[config.mk]
export PLATFORM = sky130hd
export DESIGN_NAME = ami_rd_arb
export DESIGN_NICKNAME = d
export VERILOG_FILES = /design/src/rtl/ami_pkg.sv /design/src/rtl/rr_arb.sv /design/src/rtl/ami_rd_arb.sv
export SDC_FILE = /design/constraint.sdc
export NUM_CORES = 1
export LEC_CHECK = 0
export CORE_AREA = 2 2 381 383
export DETAILED_ROUTE_END_ITERATION = 6
export DIE_AREA = 0 0 383 385
export GPL_TIMING_DRIVEN = 1
export PLACE_DENSITY = 0.39
export SYNTH_ARGS = -nofsm -noshare
export SYNTH_HDL_FRONTEND = slang
export SYNTH_SLANG_ARGS = --single-unit
[constraint.sdc]
create_clock -name ACLK -period 4.5 [get_ports ACLK]
set_input_delay 0.675 -clock ACLK [delete_from_list [all_inputs] [get_ports ACLK]]
set_output_delay 0.675 -clock ACLK [all_outputs]
set_load 0.01 [all_outputs]
[src/rtl/ami_pkg.sv]
// ami_pkg: shared AXI read-channel encodings.
//   BURST_*  : ARBURST encodings (FIXED / INCR / WRAP)
//   RESP_*   : RRESP codes (OKAY / EXOKAY / SLVERR / DECERR)
// Widths that depend on the requester count stay local to the arbiter.
package ami_pkg;
    localparam logic [1:0] BURST_FIXED = 2'b00;
    localparam logic [1:0] BURST_INCR  = 2'b01;
    localparam logic [1:0] BURST_WRAP  = 2'b10;

    localparam logic [1:0] RESP_OKAY   = 2'b00;
    localparam logic [1:0] RESP_EXOKAY = 2'b01;
    localparam logic [1:0] RESP_SLVERR = 2'b10;
    localparam logic [1:0] RESP_DECERR = 2'b11;
endpackage

[src/rtl/rr_arb.sv]
// rr_arb: combinational round-robin arbiter.
//   req : request vector
//   ptr : index holding highest priority this cycle
//   en  : grant enable; gnt is all-zero when low
//   gnt : one-hot grant
//   nxt : pointer to load on grant (winner + 1 mod N), else ptr
module rr_arb #(
    parameter int  N  = 4,
    localparam int PW = (N > 1) ? $clog2(N) : 1
) (
    input  logic [N-1:0]  req,
    input  logic [PW-1:0] ptr,
    input  logic          en,
    output logic [N-1:0]  gnt,
    output logic [PW-1:0] nxt
);
    logic [PW-1:0] idx;

    // Scan from the farthest slot back to ptr so the nearest requester wins.
    always_comb begin
        gnt = '0;
        nxt = ptr;
        idx = '0;
        for (int o = N - 1; o >= 0; o--) begin
            idx = PW'((int'(ptr) + o) % N);
            if (en && req[idx]) begin
                gnt      = '0;
                gnt[idx] = 1'b1;
                nxt      = PW'((int'(idx) + 1) % N);
            end
        end
    end
endmodule

[src/rtl/ami_rd_arb.sv]
// ami_rd_arb: shares one AXI master read port among NR requesters.
//   ACLK, ARESETn           : clock, asynchronous active-low reset
//   s_ar*                   : per-requester AR channels (round-robin granted)
//   s_r*                    : per-requester R channels (routed by RID index)
//   ARID..ARVALID, ARREADY  : master AR through a one-entry output register
//   RID..RVALID, RREADY     : master R, combinationally demultiplexed
//   rid_err                 : sticky, set by an R beat whose index is >= NR
module ami_rd_arb
    import ami_pkg::*;
#(
    parameter int  NR     = 4,
    parameter int  AXI_DW = 128,
    parameter int  AXI_AW = 32,
    parameter int  AXI_IW = 8,
    parameter int  AXI_LW = 8,
    parameter int  AXI_SW = 3,
    parameter int  AMI_OD = 4,
    localparam int RQ_W   = $clog2(NR)
) (
    input  logic                           ACLK,
    input  logic                           ARESETn,
    input  logic [NR-1:0][AXI_IW-1:0]      s_arid,
    input  logic [NR-1:0][AXI_AW-1:0]      s_araddr,
    input  logic [NR-1:0][AXI_LW-1:0]      s_arlen,
    input  logic [NR-1:0][AXI_SW-1:0]      s_arsize,
    input  logic [NR-1:0][1:0]             s_arburst,
    input  logic [NR-1:0]                  s_arvalid,
    output logic [NR-1:0]                  s_arready,
    output logic [NR-1:0][AXI_IW-1:0]      s_rid,
    output logic [NR-1:0][AXI_DW-1:0]      s_rdata,
    output logic [NR-1:0][1:0]             s_rresp,
    output logic [NR-1:0]                  s_rlast,
    output logic [NR-1:0]                  s_rvalid,
    input  logic [NR-1:0]                  s_rready,
    output logic [AXI_IW+RQ_W-1:0]         ARID,
    output logic [AXI_AW-1:0]              ARADDR,
    output logic [AXI_LW-1:0]              ARLEN,
    output logic [AXI_SW-1:0]              ARSIZE,
    output logic [1:0]                     ARBURST,
    output logic                           ARVALID,
    input  logic                           ARREADY,
    input  logic [AXI_IW+RQ_W-1:0]         RID,
    input  logic [AXI_DW-1:0]              RDATA,
    input  logic [1:0]                     RRESP,
    input  logic                           RLAST,
    input  logic                           RVALID,
    output logic                           RREADY,
    output logic                           rid_err
);
    localparam int OW = $clog2(AMI_OD + 1);

    logic [NR-1:0]         elig, gnt, inc, dec;
    logic [NR-1:0][OW-1:0] ost;
    logic [RQ_W-1:0]       ptr, ptr_nxt, g, k;
    logic                  slot_free, acc, k_ok;

    always_comb begin
        for (int i = 0; i < NR; i++) elig[i] = s_arvalid[i] && (int'(ost[i]) < AMI_OD);
    end

    assign slot_free = !ARVALID || ARREADY;

    rr_arb #(.N(NR)) u_arb (
        .req (elig),
        .ptr (ptr),
        .en  (slot_free),
        .gnt (gnt),
        .nxt (ptr_nxt)
    );

    assign s_arready = gnt;
    assign acc       = |gnt;

    always_comb begin
        g = '0;
        for (int i = 0; i < NR; i++) if (gnt[i]) g = RQ_W'(i);
    end

    always_ff @(posedge ACLK or negedge ARESETn) begin
        if (!ARESETn) begin
            ARVALID <= 1'b0;
            ARID    <= '0;
            ARADDR  <= '0;
            ARLEN   <= '0;
            ARSIZE  <= '0;
            ARBURST <= '0;
            ptr     <= '0;
        end else if (acc) begin
            ARVALID <= 1'b1;
            ARID    <= {g, s_arid[g]};
            ARADDR  <= s_araddr[g];
            ARLEN   <= s_arlen[g];
            ARSIZE  <= s_arsize[g];
            ARBURST <= s_arburst[g];
            ptr     <= ptr_nxt;
        end else if (ARREADY) begin
            ARVALID <= 1'b0;
        end
    end

    // Requester index lives in the top RID bits; out-of-range indices are
    // swallowed (RREADY forced high) so a bad slave cannot stall the bus.
    assign k    = RID[AXI_IW+RQ_W-1 -: RQ_W];
    assign k_ok = int'(k) < NR;

    always_comb begin
        RREADY = !k_ok;
        for (int i = 0; i < NR; i++) begin
            s_rvalid[i] = RVALID && (k == RQ_W'(i));
            s_rid[i]    = RID[AXI_IW-1:0];
            s_rdata[i]  = RDATA;
            s_rresp[i]  = RRESP;
            s_rlast[i]  = RLAST;
            if (k == RQ_W'(i)) RREADY = s_rready[i];
            inc[i] = s_arvalid[i] && s_arready[i];
            dec[i] = s_rvalid[i] && s_rready[i] && RLAST;
        end
    end

    always_ff @(posedge ACLK or negedge ARESETn) begin
        if (!ARESETn) begin
            ost <= '0;
        end else begin
            for (int i = 0; i < NR; i++) begin
                if (inc[i] && !dec[i]) ost[i] <= ost[i] + 1'b1;
                else if (dec[i] && !inc[i] && ost[i] != '0) ost[i] <= ost[i] - 1'b1;
            end
        end
    end

    always_ff @(posedge ACLK or negedge ARESETn) begin
        if (!ARESETn) rid_err <= 1'b0;
        else if (RVALID && !k_ok) rid_err <= 1'b1;
    end
endmodule

==> impl_results.md, run 1 <==
* Status: finished, final reports clean
* Worst relative slew slack at 0.437
* Core Util, Final at 0.0725
* Initial Util at 0.0622
* Synthesized cell area at between 8000 and 9000 um2
* Worst R2R Start: ptr[1]
* Area leader, netlist: buf_4
* Core area at around 140000 um2
* Area delta synth->final at 16.5%
* R2R Setup Slk at 0.58 ns
* Avg Synthesized Cell Area at 8.35 um2
* Clock skew at 0.0150 ns
* Share of layout cells above drive strength 1 at 0.0767
* CTS tree: yes
* Worst path max stage delay at around 0.63 ns
* Vias post-DR at 6382
* Worst R2R Path Depth at 10
* Power density cells at 919 nW/um2
* Post-detailed-route DRC marker count at 0
* Max-Cap Viols at 0
* Initial antenna violation count at 3
* Hold Fails Final Rpt at 0
* Int Power at 4.24 mW
* Leak at 3.06 nW
* CTS Sinks at 70
* EDFF count, synth at 0
* Switching share of power at 0.555
* Largest net degree at the start of global routing at 113
* Slowest cell on crit path: clkdlybuf4s50_1
* Psw at 5.29 mW
* Drt pass-1 iters at 5
* GRT Total Usage at 0.0664
* Clk pwr share at 0.081
* Fill cells at 16800
* IO Port Bufs at between 200 and 300
* Setup_tns at 0 ns
* Total Power at 9.53 mW
* Setup Buffers After CTS at 0
* Routed vias/inst at 2.36
* R2r endpoint: ost[2]
* Commonest non-fill, non-tap cells in the layout: clkdlybuf4s50_1 (294), o221ai_1 (112), nor2_1 (80)
* Sequential fraction of the synthesis area at 0.197
* Root Driver: clkbuf_16
* Synth area leaders: buf_4 (47%), dfrtp_1 (20%), o221ai_1 (11%)
* Final net count at 1168
* Post-DRT Antenna Nets at 0
* Crit end category: output pin
* Part of the power in registers at 0.140
* Vias in the first global route at between 6000 and 7000
* Num CTS Buffers at 9
* Cell Chain, Critical Path: inv_1, ha_1, mux4_2, nor3_1, o221ai_1, nand2_1, clkdlybuf4s50_1
* Chip Width at 383 um
* Worst min path class: primary input to async pin
* Logic gate share of total power at 0.779
* Pins Over Slew Limit at 0
* Die Span Y at 385 um
* Unrepaired setup endpoints after global routing: no
* Post-synthesis net count at 1443
* Crit Path Class: register to output pin
* Synth Warn # at 0
* Worst path bufs/invs at 2
* Arr. time, crit path at 3.52 ns
* Worst Setup Start Kind: register
* Most common cell after layout, fill and taps aside: clkdlybuf4s50_1
* H-tree depth at 3
* Post-cts sizing count at 0
* Top cell type's share of synthesized area at 0.474
* Starting DRT DRC Count at between 200 and 250
* Fin crit share at 0.931
* CP Max Fanout at 8
* Hpwl dp at 42500 um
* Grt total ovfl at 0
* Critical Path RT at ~3.8 ns
* Clock slew at reported path FFs at ~0.080 ns
* DIE AREA at 147000 um2
* RD Place Congestion at 0.751
* Final setup viols at 0
* Clock Latency Late Sink at 0.42 ns
* Syn Inst Count at around 1100
* Period minus WS final at 4.19 ns
* Post-CTS Hold Fix Bufs at 0
* Routed length per instance at between 15 and 20 um
* FFs w/ async S/R, synth at 1.00
* Fmax at 0.239 GHz
* Worst path top cell family by delay: buffers and inverters
* Seq cells post-synth at 70
* Top_reg_cell synth: dfrtp_1
* First-pass GRT wire length at around 64000 um
* Routed WL at 51000 um
* Worst-Margin Slew at 0.844 ns
* I/O Pins at 987
* FP Rows at ~140
* Max rail drop VDD at 1.08 mV
* Number of distinct library cells after synthesis at 50
* Max Root-Sink Buffers at 2
[cell usage after synthesis, drive strengths merged (4+ instances only)]
master / count
a21oi: 6
a31oi: 53
and3: 4
buf: 570
clkbuf: 35
dfrtp: 70
fa: 4
ha: 8
inv: 6
mux2i: 8
mux4: 7
nand2: 16
nand2b: 8
nand3: 10
nor2: 82
nor2b: 5
nor3: 5
nor3b: 4
o21ai: 18
o221ai: 112
[worst max path at each step]
stage	start	endpoint	slack (ns)	cells after the start
floorplan	ptr[1]	ost[2]	1.16	10
finish	ptr[1]	s_arready[1]	0.31	7
global route	ptr[1]	s_arready[0]	0.08	7
detailed placement	s_arvalid[1]	ost[2]	0.22	10
global placement	s_arvalid[1]	ost[2]	0.23	10
CTS	ptr[1]	s_arready[1]	0.28	7
[worst register-to-register path, delay by kind of cell, from the launching register on]
kind | cells | cell delay (ns)
buffers and inverters | 1 | 0.21
flip-flops | 1 | 0.52
multiplexers | 2 | 0.68
AND/OR/NAND/NOR | 2 | 0.52
adder cells (fa/ha/maj) | 2 | 0.97
AO/OA/AOI/OAI | 3 | 0.91
[per-stage QoR]
stage	worst slack (ns)	instance area, um2	hold slack (ns)	instances
finish	0.310	10400	0.0780	2700
global route	0.0776	10400	0.0437	2698
CTS	0.279	10400	0.0220	2698
detailed placement	0.217	10100	0.509	2683
global placement	0.226	10100	0.506	2683
floorplan	1.16	8900	0.379	1066
[power by group through the flow]
stage	Combinational (mW)	Sequential [mW]	Clock, mW
floorplan	4.59	1.42	0
global placement	7.69	1.34	0
detailed placement	7.63	1.34	0
CTS	7.64	1.34	0.846
global route	8.16	1.39	0.847
finish	7.42	1.33	0.776
[metal layers]
layer  part of all wire  track usage
met3               0.20       0.0621
met4              0.044       0.0333
met2               0.45        0.104
met1               0.30       0.0555
met5             0.0031       0.0114
[sequential cells by signal, indices dropped and copies added, names as in the netlist]
name,count
ARID,10
ptr,2
ost,12
ARADDR,32
ARLEN,8
ARBURST,2
ARSIZE,3
ARVALID,1
[cell type report]
class	count	area, um2	area share
diodes	2	5.00	0.000483
inverters	6	22.5	0.00217
flip-flops and latches	70	1750	0.169
well taps	1903	2380	0.230
repair buffers	319	3190	0.308
clock buffers	9	225	0.0217
multi-input cells	385	2750	0.266
clock inverters	6	38.8	0.00374
[cells by family (layout without fill, tap and decap cells)]
family / count (synthesis) / after routing / share of synthesized area
other cells: 1 / 3 / 0.000421
compound gates: 210 / 210 / 0.181
flops: 70 / 70 / 0.197
xor+xnor: 3 / 3 / 0.00295
buf+inv: 611 / 340 / 0.498
fa+ha+maj: 12 / 12 / 0.0202
mux: 16 / 16 / 0.0280
simple gates: 143 / 143 / 0.0732
No activity file was read; power rests on OpenSTA's default activity.
==> run 2, diff against run 1 <==
- CORE_AREA: 2 2 381 383 -> 3 3 382 384
- DIE_AREA: 0 0 383 385 -> 0 0 385 387
==> run 2 against run 1 <==
Die area grew 1.0%. Fmax grew 0.78%. Core utilization is essentially flat. Flip-flop and latch count is the same. Critical path type is now primary input to output pin. Largest cell class unchanged. Largest power group unchanged.
==> impl_results.md, run 2 (synthesis gave the netlist of run 1 again) <==
* Pins Over Slew Limit at 0 (unchanged)
* Fmax at 0.241 GHz (+0.78%)
* Post-detailed-route DRC marker count at 0 (unchanged)
* FP Rows at 139 (unchanged)
* Register bank with the most flops: ARADDR
* Most common cell after layout, fill and taps aside: clkdlybuf4s50_1
* Multi-input logic area at 2750 um2 (-0.18%)
* Die Span Y at 387 um (+0.52%)
* Share of layout cells above drive strength 1 at 0.0743 (-0.00242)
* I/O Pins at 987 (unchanged)
* Power density cells at 896 nW/um2 (-2.4%)
* IO Port Bufs at 295 (unchanged)
* H-tree depth at 3 (unchanged)
* R2R Setup Slk at 0.95 ns (+0.37 ns)
* RD Place Congestion at 0.741 (-1.3%)
* FF/Latch Area at 1750 um2 (unchanged)
* Worst-Margin Slew at 0.781 ns (-0.0629 ns)
* CTS tree: yes
* Post-CTS Hold Fix Bufs at 0 (unchanged)
* Worst R2R Path Depth at 12 (+2)
* Max rail drop VDD at 1.26 mV (+17%)
* Vias post-DR at 6286 (-1.5%)
* Routed vias/inst at 2.33 (-1.5%)
* Grt total ovfl at 0 (unchanged)
* Arr. time, crit path at 3.48 ns (-0.04 ns)
* Core area at 143000 um2 (unchanged)
* Worst setup startpoint: s_arvalid[3]
* Drt pass-1 iters at 4 (-1)
* Starting DRT DRC Count at 333 (+57%)
* Hpwl dp at 40700 um (-4.1%)
* Initial Util at 0.0622 (unchanged)
* Met2 WL at 21800 um (-5.5%)
* Setup_tns at 0 ns (unchanged)
* Commonest non-fill, non-tap cells in the layout: clkdlybuf4s50_1 (294), o221ai_1 (112), nor2_1 (80)
* First-pass GRT wire length at 60800 um (-5.2%)
* Critical Path RT at 3.83 ns (about the same)
* Routed length per instance at 17.9 um (-5.3%)
* Fin crit share at 0.924 (-0.00720)
* Leak at 3.06 nW (+0.19%)
* Unrepaired setup endpoints after global routing: no
* Worst Setup Start Kind: primary input
* Hold Fails Final Rpt at 0 (unchanged)
* Chip Width at 385 um (+0.52%)
* Max-Cap Viols at 0 (unchanged)
* Crit end category: output pin
* Status: finished, final reports clean
* R2r endpoint: ost[5]
* Total Power at 9.31 mW (-2.2%)
* Crit path capture: s_arready[1]
* Vias in the first global route at 6340 (-1.2%)
* Fill cells at 16800 (-0.14%)
* Clock Latency Late Sink at 0.41 ns (about the same)
* Setup Buffers After CTS at 0 (unchanged)
* Metal3 WL at 9280 um (-8.8%)
* Max Root-Sink Buffers at 2 (unchanged)
* Highest routed layer: met5
* Final WS setup at 0.342 ns (+0.0324 ns)
* Regs by FF count: ARADDR x32, ost x12, ARID x10
* Minimum hold slack at 0.270 ns (+0.192 ns)
* Worst R2R Start: ptr[1]
* Post-cts sizing count at 0 (unchanged)
* Initial antenna violation count at 4 (+1)
* DIE AREA at 149000 um2 (+1.0%)
* CP Max Fanout at 7 (-1)
* Clock slew at reported path FFs at 0.08 ns (about the same)
* Pre-CTS WS at 0.380 ns (+0.163 ns)
* Num CTS Buffers at 9 (unchanged)
* Final setup viols at 0 (unchanged)
* CTS Sinks at 70 (unchanged)
* Max reg flops at 32 (unchanged)
* Area delta synth->final at 16.7%
* Routed WL at 48300 um (-5.3%)
* Largest net degree at the start of global routing at 113 (unchanged)
* Final net count at 1166 (-0.17%)
* Worst min path class: primary input to async pin
* Clock skew at 0.0183 ns (+0.00327 ns)
* GRT Total Usage at 0.0620 (-0.00439)
* Wire length on met1 at 14600 um (-4.9%)
* Crit Path Class: primary input to output pin
* Root Driver: clkbuf_16
* Worst relative slew slack at 0.479 (+0.0419)
* Post-DRT Antenna Nets at 0 (unchanged)
* Period minus WS final at 4.16 ns (-0.0324 ns)
## run 2: cell types whose count changed in the layout (fill, tap and decap cells not counted), moves of 2 or more
cell | previous run | this run
buf_12 | 5 | 3
clkinv_4 | 0 | 2
bufinv_16 | 0 | 2
clkinv_2 | 3 | 0
diode_2 | 2 | 4
## run 2: critical path: stages
cell and delay (ns):
clkdlybuf4s50_1 0.54, nor2b_2 0.24, mux4_2 0.54, nor3_1 0.23
o221ai_1 0.25, nand2_1 0.37, clkdlybuf4s50_1 0.63
## run 2: power breakdown
group / internal [mW] / total, mW / switching [mW]
sequential: 1.07 / 1.33 / 0.256
combinational: 2.66 / 7.10 / 4.43
clock: 0.490 / 0.887 / 0.397
## run 2: routing by layer
layer,up-vias,track usage
met5,-,0.00715
met4,4,0.0337
met3,96,0.0542
met2,747,0.0983
met1,2814,0.0523
li1,2625,-
## run 2: how the worst min path moves through the flow
stage                 start        end  slack (ns)
detailed placement  ARID[8]    ARID[8]        0.52
global placement    ARID[8]    ARID[8]        0.51
finish              ARESETn     ptr[1]        0.27
global route        ARESETn    ost[10]        0.30
CTS                 ARESETn     ptr[1]        0.26
floorplan           ARESETn  ARADDR[0]        0.38
## run 2: cell type report
class | count | area share
Timing Repair Buffer | 317 | 0.303
Clock buffer | 10 | 0.0220
Multi-Input combinational cell | 385 | 0.265
Sequential cell | 70 | 0.169
Antenna cell | 4 | 0.000963
Inverter | 6 | 0.00217
Clock inverter | 6 | 0.00903
Tap cell | 1903 | 0.229
## run 2: metrics by stage
stage | utilization | cells | area [um2]
finish | 0.0726 | 2701 | 10400
global route | 0.0725 | 2698 | 10400
CTS | 0.0725 | 2697 | 10400
detailed placement | 0.0703 | 2681 | 10100
global placement | 0.0703 | 2681 | 10100
floorplan | - | 1066 | 8900
==> run 3, diff against run 2 <==
- CORE_AREA: 3 3 382 384 -> 2 2 381 383
- DIE_AREA: 0 0 385 387 -> 0 0 383 385
==> results of run 3 <==
The final DEF is identical to that of run 1; final timing and power are the same.
